File: config.mk
export PLATFORM = sky130hd
export DESIGN_NAME = multicycle_control_fsm_flat
export DESIGN_NICKNAME = d
export VERILOG_FILES = /design/src/rtl/multicycle_control_fsm_if.sv /design/src/rtl/multicycle_control_fsm.sv /design/src/flat_wrapper.sv
export SDC_FILE = /design/constraint.sdc
export NUM_CORES = 1
export LEC_CHECK = 0
export BUFFER_PORTS_ARGS = -buffer_cell sky130_fd_sc_hd__clkbuf_2
export CAP_MARGIN = 20
export CORE_MARGIN = 3
export CORE_UTILIZATION = 35
export CTS_BUF_LIST = sky130_fd_sc_hd__clkbuf_4
export DETAILED_ROUTE_END_ITERATION = 6
export PLACE_DENSITY = 0.58
export SYNTH_ARGS = -nofsm -noshare
export SYNTH_HDL_FRONTEND = slang
export SYNTH_SLANG_ARGS = --single-unit
File: constraint.sdc
create_clock -name clk -period 3.3 [get_ports clk]
set_clock_uncertainty 0.15 [all_clocks]
set_input_delay 0 -clock clk [delete_from_list [all_inputs] [get_ports clk]]
set_output_delay 0 -clock clk [all_outputs]
set_load 0.05 [all_outputs]
File: src/rtl/multicycle_control_fsm_if.sv
// multicycle_control_fsm_if: decode inputs and datapath control bundle for the multicycle control FSM
interface multicycle_control_fsm_if #(
    parameter int OP_SIZE   = 6,
    parameter int CNT_WIDTH = 32
);
    logic [OP_SIZE-1:0]   opcode;
    logic                 mem_ready;
    logic                 pcWrite;
    logic                 pcWriteCond;
    logic                 memGetData;
    logic                 memRead;
    logic                 memWrite;
    logic                 irWrite;
    logic                 regWrite;
    logic [1:0]           regWriteDataSel;
    logic                 aluSrcA;
    logic [1:0]           aluSrcB;
    logic [3:0]           aluOP;
    logic [1:0]           pcSrc;
    logic                 halted;
    logic                 illegal;
    logic [CNT_WIDTH-1:0] retired;
    modport master (
        input  opcode, mem_ready,
        output pcWrite, pcWriteCond, memGetData, memRead, memWrite, irWrite, regWrite,
               regWriteDataSel, aluSrcA, aluSrcB, aluOP, pcSrc, halted, illegal, retired
    );
    modport slave (
        output opcode, mem_ready,
        input  pcWrite, pcWriteCond, memGetData, memRead, memWrite, irWrite, regWrite,
               regWriteDataSel, aluSrcA, aluSrcB, aluOP, pcSrc, halted, illegal, retired
    );
endinterface

File: src/rtl/multicycle_control_fsm.sv
// multicycle_control_fsm: fetch/decode/execute/memory/writeback sequencer driving every datapath select and strobe
module multicycle_control_fsm #(
    parameter int         OP_SIZE   = 6,
    parameter int         CNT_WIDTH = 32,
    parameter logic [3:0] ALU_ADD   = 4'h0,
    parameter logic [3:0] ALU_SUB   = 4'h1
) (
    input logic clk,
    input logic rst_n,
    multicycle_control_fsm_if.master bus
);
    typedef enum logic [3:0] {
        FETCH, DECODE, MEM_ADDR, MEM_READ, MEM_WB, MEM_WRITE,
        EXECUTE, ALU_WB, BRANCH, JUMP, LI_WB, HALT
    } stateT;

    localparam logic [OP_SIZE-1:0] OP_ADDI  = OP_SIZE'(6'h10);
    localparam logic [OP_SIZE-1:0] OP_LOAD  = OP_SIZE'(6'h20);
    localparam logic [OP_SIZE-1:0] OP_STORE = OP_SIZE'(6'h21);
    localparam logic [OP_SIZE-1:0] OP_BEQ   = OP_SIZE'(6'h30);
    localparam logic [OP_SIZE-1:0] OP_JUMP  = OP_SIZE'(6'h38);
    localparam logic [OP_SIZE-1:0] OP_LI    = OP_SIZE'(6'h3C);
    localparam logic [OP_SIZE-1:0] OP_HALT  = OP_SIZE'(6'h3F);

    stateT                state, next;
    logic [OP_SIZE-1:0]   opReg;
    logic                 badOp;
    logic                 illegalReg;
    logic [CNT_WIDTH-1:0] retiredCnt;
    logic                 decR, latR;

    assign decR        = bus.opcode[OP_SIZE-1:4] == '0;
    assign latR        = opReg[OP_SIZE-1:4] == '0;
    assign bus.illegal = illegalReg;
    assign bus.retired = retiredCnt;

    always_ff @(posedge clk) begin
        if (!rst_n) begin
            state      <= FETCH;
            opReg      <= '0;
            illegalReg <= 1'b0;
            retiredCnt <= '0;
        end else begin
            state <= next;
            if (state == DECODE) opReg <= bus.opcode;
            if (badOp) illegalReg <= 1'b1;
            if (state != FETCH && next == FETCH) retiredCnt <= retiredCnt + CNT_WIDTH'(1);
        end
    end

    // Everything is forced low while rst_n is held so an in-flight RAM access drops at once.
    always_comb begin
        next                = state;
        badOp               = 1'b0;
        bus.pcWrite         = 1'b0;
        bus.pcWriteCond     = 1'b0;
        bus.memGetData      = 1'b0;
        bus.memRead         = 1'b0;
        bus.memWrite        = 1'b0;
        bus.irWrite         = 1'b0;
        bus.regWrite        = 1'b0;
        bus.regWriteDataSel = 2'b00;
        bus.aluSrcA         = 1'b0;
        bus.aluSrcB         = 2'b00;
        bus.aluOP           = 4'h0;
        bus.pcSrc           = 2'b00;
        bus.halted          = 1'b0;
        if (rst_n) begin
            case (state)
                FETCH: begin
                    bus.memRead = 1'b1;
                    bus.aluSrcB = 2'b01;
                    bus.aluOP   = ALU_ADD;
                    bus.irWrite = bus.mem_ready;
                    bus.pcWrite = bus.mem_ready;
                    next        = bus.mem_ready ? DECODE : FETCH;
                end
                DECODE: begin
                    bus.aluSrcB = 2'b11;
                    bus.aluOP   = ALU_ADD;
                    next        = (decR || bus.opcode == OP_ADDI) ? EXECUTE :
                                  (bus.opcode == OP_LOAD || bus.opcode == OP_STORE) ? MEM_ADDR :
                                  bus.opcode == OP_BEQ ? BRANCH :
                                  bus.opcode == OP_JUMP ? JUMP :
                                  bus.opcode == OP_LI ? LI_WB : HALT;
                    badOp       = next == HALT && bus.opcode != OP_HALT;
                end
                MEM_ADDR: begin
                    bus.aluSrcA = 1'b1;
                    bus.aluSrcB = 2'b10;
                    bus.aluOP   = ALU_ADD;
                    next        = opReg == OP_LOAD ? MEM_READ : MEM_WRITE;
                end
                MEM_READ: begin
                    bus.memGetData = 1'b1;
                    bus.memRead    = 1'b1;
                    next           = bus.mem_ready ? MEM_WB : MEM_READ;
                end
                MEM_WB: begin
                    bus.regWrite        = 1'b1;
                    bus.regWriteDataSel = 2'b01;
                    next                = FETCH;
                end
                MEM_WRITE: begin
                    bus.memGetData = 1'b1;
                    bus.memWrite   = 1'b1;
                    next           = bus.mem_ready ? FETCH : MEM_WRITE;
                end
                EXECUTE: begin
                    bus.aluSrcA = 1'b1;
                    bus.aluSrcB = latR ? 2'b00 : 2'b10;
                    bus.aluOP   = latR ? opReg[3:0] : ALU_ADD;
                    next        = ALU_WB;
                end
                ALU_WB: begin
                    bus.regWrite = 1'b1;
                    bus.aluOP    = latR ? opReg[3:0] : ALU_ADD;
                    next         = FETCH;
                end
                BRANCH: begin
                    bus.aluSrcA     = 1'b1;
                    bus.aluOP       = ALU_SUB;
                    bus.pcWriteCond = 1'b1;
                    bus.pcSrc       = 2'b01;
                    next            = FETCH;
                end
                JUMP: begin
                    bus.pcWrite = 1'b1;
                    bus.pcSrc   = 2'b10;
                    next        = FETCH;
                end
                LI_WB: begin
                    bus.regWrite        = 1'b1;
                    bus.regWriteDataSel = 2'b10;
                    next                = FETCH;
                end
                HALT:    bus.halted = 1'b1;
                default: next = FETCH;
            endcase
        end
    end
endmodule

File: src/flat_wrapper.sv
// flat-port wrapper written by rule: the top's interface ports become plain ports
module multicycle_control_fsm_flat 
#(
    parameter int         OP_SIZE   = 6,
    parameter int         CNT_WIDTH = 32,
    parameter logic [3:0] ALU_ADD   = 4'h0,
    parameter logic [3:0] ALU_SUB   = 4'h1
)
  (clk, rst_n, bus_opcode, bus_mem_ready, bus_pcWrite, bus_pcWriteCond, bus_memGetData, bus_memRead, bus_memWrite, bus_irWrite, bus_regWrite, bus_regWriteDataSel, bus_aluSrcA, bus_aluSrcB, bus_aluOP, bus_pcSrc, bus_halted, bus_illegal, bus_retired);
  multicycle_control_fsm_if #(.OP_SIZE(OP_SIZE), .CNT_WIDTH(CNT_WIDTH)) bus_i ();
  input logic clk;
  input logic rst_n;
  input wire logic [$bits(bus_i.opcode)-1:0] bus_opcode;
  input wire logic [$bits(bus_i.mem_ready)-1:0] bus_mem_ready;
  output wire logic [$bits(bus_i.pcWrite)-1:0] bus_pcWrite;
  output wire logic [$bits(bus_i.pcWriteCond)-1:0] bus_pcWriteCond;
  output wire logic [$bits(bus_i.memGetData)-1:0] bus_memGetData;
  output wire logic [$bits(bus_i.memRead)-1:0] bus_memRead;
  output wire logic [$bits(bus_i.memWrite)-1:0] bus_memWrite;
  output wire logic [$bits(bus_i.irWrite)-1:0] bus_irWrite;
  output wire logic [$bits(bus_i.regWrite)-1:0] bus_regWrite;
  output wire logic [$bits(bus_i.regWriteDataSel)-1:0] bus_regWriteDataSel;
  output wire logic [$bits(bus_i.aluSrcA)-1:0] bus_aluSrcA;
  output wire logic [$bits(bus_i.aluSrcB)-1:0] bus_aluSrcB;
  output wire logic [$bits(bus_i.aluOP)-1:0] bus_aluOP;
  output wire logic [$bits(bus_i.pcSrc)-1:0] bus_pcSrc;
  output wire logic [$bits(bus_i.halted)-1:0] bus_halted;
  output wire logic [$bits(bus_i.illegal)-1:0] bus_illegal;
  output wire logic [$bits(bus_i.retired)-1:0] bus_retired;
  assign bus_i.opcode = bus_opcode;
  assign bus_i.mem_ready = bus_mem_ready;
  assign bus_pcWrite = bus_i.pcWrite;
  assign bus_pcWriteCond = bus_i.pcWriteCond;
  assign bus_memGetData = bus_i.memGetData;
  assign bus_memRead = bus_i.memRead;
  assign bus_memWrite = bus_i.memWrite;
  assign bus_irWrite = bus_i.irWrite;
  assign bus_regWrite = bus_i.regWrite;
  assign bus_regWriteDataSel = bus_i.regWriteDataSel;
  assign bus_aluSrcA = bus_i.aluSrcA;
  assign bus_aluSrcB = bus_i.aluSrcB;
  assign bus_aluOP = bus_i.aluOP;
  assign bus_pcSrc = bus_i.pcSrc;
  assign bus_halted = bus_i.halted;
  assign bus_illegal = bus_i.illegal;
  assign bus_retired = bus_i.retired;
  multicycle_control_fsm #(.OP_SIZE(OP_SIZE), .CNT_WIDTH(CNT_WIDTH), .ALU_ADD(ALU_ADD), .ALU_SUB(ALU_SUB)) u_core (.clk(clk), .rst_n(rst_n), .bus(bus_i));
endmodule
==> key figures <==
Yosys
  • Post-synth top flop: dfxtp_1
  • Post-synth ARST share: 0
  • Synth top cells by count: dfxtp_1, nand2_1, a21oi_1
  • Synth cell types: 51
  • Post-synth net total: 339
  • Synthesized flop and latch total: 43
  • Mean Syn Cell Area: 7.933 um2
  • Seq/Total Area, Yosys: 0.3298
  • Synth top area cells: dfxtp_1, o31ai_1, or4_1, a21oi_1, mux2i_1
  • Area leader, netlist: dfxtp_1
  • Cell Area, Synth: 0.002610 mm2
  • Synthesis Warnings: 0
  • Post-synth EDFFs: 0
  • Cells after Synth: 329
  • Cell with the most instances after synthesis: dfxtp_1
  • Synth top area share: 0.3298

Timing
  • Final Hold Fails: 0
  • Fmax: 337.8 MHz
  • Slew of the pin with the lowest slew margin: 0.6170 ns
  • Final min period: 2.960 ns
  • RSZ-0062 raised after global routing: no
  • Slew Limit Fails: 0
  • Max-slew headroom: 0.5849
  • Setup violators final: 0
  • Worst setup margin: 0.3396 ns
  • Final worst path period share: 0.8971
  • TNS Setup: 0 ns

Critical path
  • FF-to-FF Start: u_core.state[2]
  • Capturing point of the worst reg2reg path: u_core.bus.retired[16]
  • Crit path DAT: 3.10 ns
  • Critical path type: reg -> reg
  • R2R depth: 8
  • CP Max Fanout: 44
  • Crit path capture type: flop
  • Crit start category: flop
  • R2R Setup Slk: 0.34 ns
  • CP required: 3.44 ns

Clock network
  • Num CTS Buffers: 5
  • Clk Latency, worst-skew pair: 0.37 ns
  • Post-CTS setup buffer count: 0
  • Hold Buf Count CTS: 6
  • Maximum clock insertion buffer count: 2
  • Clock sinks: 43
  • Clk slew on worst S/H paths: 0.13 ns
  • Post-CTS sizing: 0
  • H-tree Lvls: 2
  • TritonCTS clock tree: built
  • Clock root buffer: clkbuf_4

Layout
  • Fill cells: 744
  • Area added between synthesis and finish: 20.09%
  • Ant diodes: 0
  • Multi-input gate area: 0.001619 mm2
  • Register Area: 860.8 um2
  • Fraction of layout cells with a size suffix above 1: 0.2154
  • Fin nets: 399

Floorplan
  • Chip width: 92.36 um
  • Die area: 0.008529 mm2
  • Row cnt: 30
  • Core area: 0.007019 mm2
  • Initial Util: 0.3718
  • Die Span Y: 92.36 um
  • I/O pin count: 61

Routing
  • Vias per std cell: 5.632
  • WL/cell: 15.32 um
  • Via Count: 2737
  • ANT nets after route: 0
  • DRC Markers: 0
  • Final WL: 7447 um
  • Initial DRC count: 134
  • First drt pass iteration count: 4

Run
  • Max Cap Viol: 0

Global route
  • GRT Overall Usage: 0.1809
  • First-pass GRT wire length: 12580 um
  • Largest net degree at the start of global routing: 45
  • Number of global-route vias before repair: 2477
  • Total grt overflow: 0
  • Initial antenna violation count: 0

Placement
  • GPL Wtd Cong: 0.8542
  • DP HPWL: 5163 um
  • Setup WS pre-CTS: 0.3903 ns
  • Port buffer count: 60

Power
  • Internal: 0.001005 W
  • Peak supply drop: 0.0002390 V
  • Switch share: 0.4872
  • Clock share of power: 0.173
  • PwrDens: 625.1 mW/mm2
  • Psw: 0.0009546 W
  • Register share of total power: 0.333
  • Leak pwr: 1.115 nW
  • Gate power share: 0.494

Worst hold path
  • Hold Path Sink: u_core.bus.retired[5]
  • WHS Path Cells: 2
  • HP Start: rst_n
  • Min-Delay Path Class: in -> reg

Outcome
  • Outcome: complete, no violations
## cell families (layout without fill, tap and decap cells)
| kind of cell | count (synthesis) | after routing | synth area share |
|---|---|---|---|
| simple gates | 164 | 164 | 0.3514 |
| compound gates | 78 | 78 | 0.2090 |
| flops | 43 | 43 | 0.3298 |
| buf+inv | 29 | 90 | 0.05225 |
| mux | 12 | 12 | 0.04602 |
| xor+xnor | 2 | 2 | 0.006713 |
| fa+ha+maj | 1 | 1 | 0.004793 |
## through the flow
step / hold slack (ns) / total power [W] / util / cells / instance area, um2
after global placement: 0.1616 / 0.001614 / 0.4271 / 472 / 2998
after global routing: 0.07461 / 0.002102 / 0.4465 / 486 / 3134
after CTS: 0.05234 / 0.001964 / 0.4465 / 486 / 3134
final: 0.05885 / 0.001959 / 0.4465 / 486 / 3134
after floorplan: -0.002768 / 0.001421 / - / 329 / 2610
after detailed placement: 0.1747 / 0.001623 / 0.4271 / 472 / 2998
## power by group through the flow
| stage | Combinational [W] | Clock [W] | Sequential, W |
|---|---|---|---|
| 3_5_place_dp | 0.000961 | 0 | 0.000663 |
| 5_1_grt | 0.00107 | 0.000365 | 0.000665 |
| 6_report | 0.000969 | 0.000338 | 0.000652 |
| 3_3_place_gp | 0.000954 | 0 | 0.000660 |
| 2_1_floorplan | 0.000778 | 0 | 0.000643 |
| 4_1_cts | 0.000968 | 0.000345 | 0.000650 |
## layer usage
layer / share of wire / vias up / track usage
met1: 0.46 / 1280 / 0.2486
met2: 0.47 / 75 / 0.2924
li1: - / 1376 / -
met5: 0 / - / 0
met3: 0.058 / 6 / 0.03331
met4: 0.0098 / 0 / 0.04455
## worst max-delay path, stage by stage (launching register included)
cell and delay (ns):
dfxtp_1 0.70, a21boi_0 0.18, a31oi_1 0.35, a211oi_2 0.06, buf_4 0.17, or3_1 0.36, buf_4 0.27, or4_1 0.50
a21oi_1 0.15
## worst max-delay path by stage
stage / startpoint / end / slack, ns / cells past startpoint
2_1_floorplan: u_core.state[2] / bus_pcWrite / 0.71 / 5
3_3_place_gp: u_core.state[0] / u_core.bus.retired[4] / 0.46 / 7
3_5_place_dp: u_core.state[2] / u_core.bus.retired[29] / 0.39 / 8
4_1_cts: u_core.state[2] / u_core.bus.retired[12] / 0.36 / 8
5_1_grt: u_core.state[2] / u_core.bus.retired[16] / 0.07 / 8
6_report: u_core.state[2] / u_core.bus.retired[16] / 0.34 / 8
## sequential cells by signal, indices dropped and copies added, names as in the netlist
name	cells
u_core.opReg	6
u_core.state	4
u_core.bus.illegal	1
u_core.bus.retired	32
## final cells by class
cell class                      count  share of cell area
Multi-Input combinational cell    257              0.5166
Sequential cell                    43              0.2747
Timing Repair Buffer               76              0.1389
Tap cell                           96             0.03832
Clock inverter                      3             0.01238
Clock buffer                        5             0.01198
Inverter                            6            0.007186
## placed cells by master, fill, tap and decap left out, types with 4 or more instances in the layout
cell / netlist / layout
nand4_1: 10 / 10
nor3_1: 11 / 11
buf_4: 2 / 10
nor2_1: 23 / 23
nand2_1: 26 / 26
or3_1: 4 / 4
o41ai_1: 4 / 4
clkbuf_4: 0 / 5
and2_1: 8 / 8
nor4_1: 10 / 10
or2_2: 4 / 4
dlygate4sd3_1: 0 / 6
nand3_1: 16 / 16
or4_1: 19 / 19
clkbuf_2: 0 / 60
inv_1: 6 / 6
nand2b_1: 11 / 11
dfxtp_1: 43 / 43
and3_1: 7 / 7
o211ai_1: 5 / 5
nor2b_1: 5 / 5
o31ai_1: 20 / 20
mux2i_1: 12 / 12
a21oi_1: 24 / 24
Note: power is estimated with default switching activity, not from simulation.
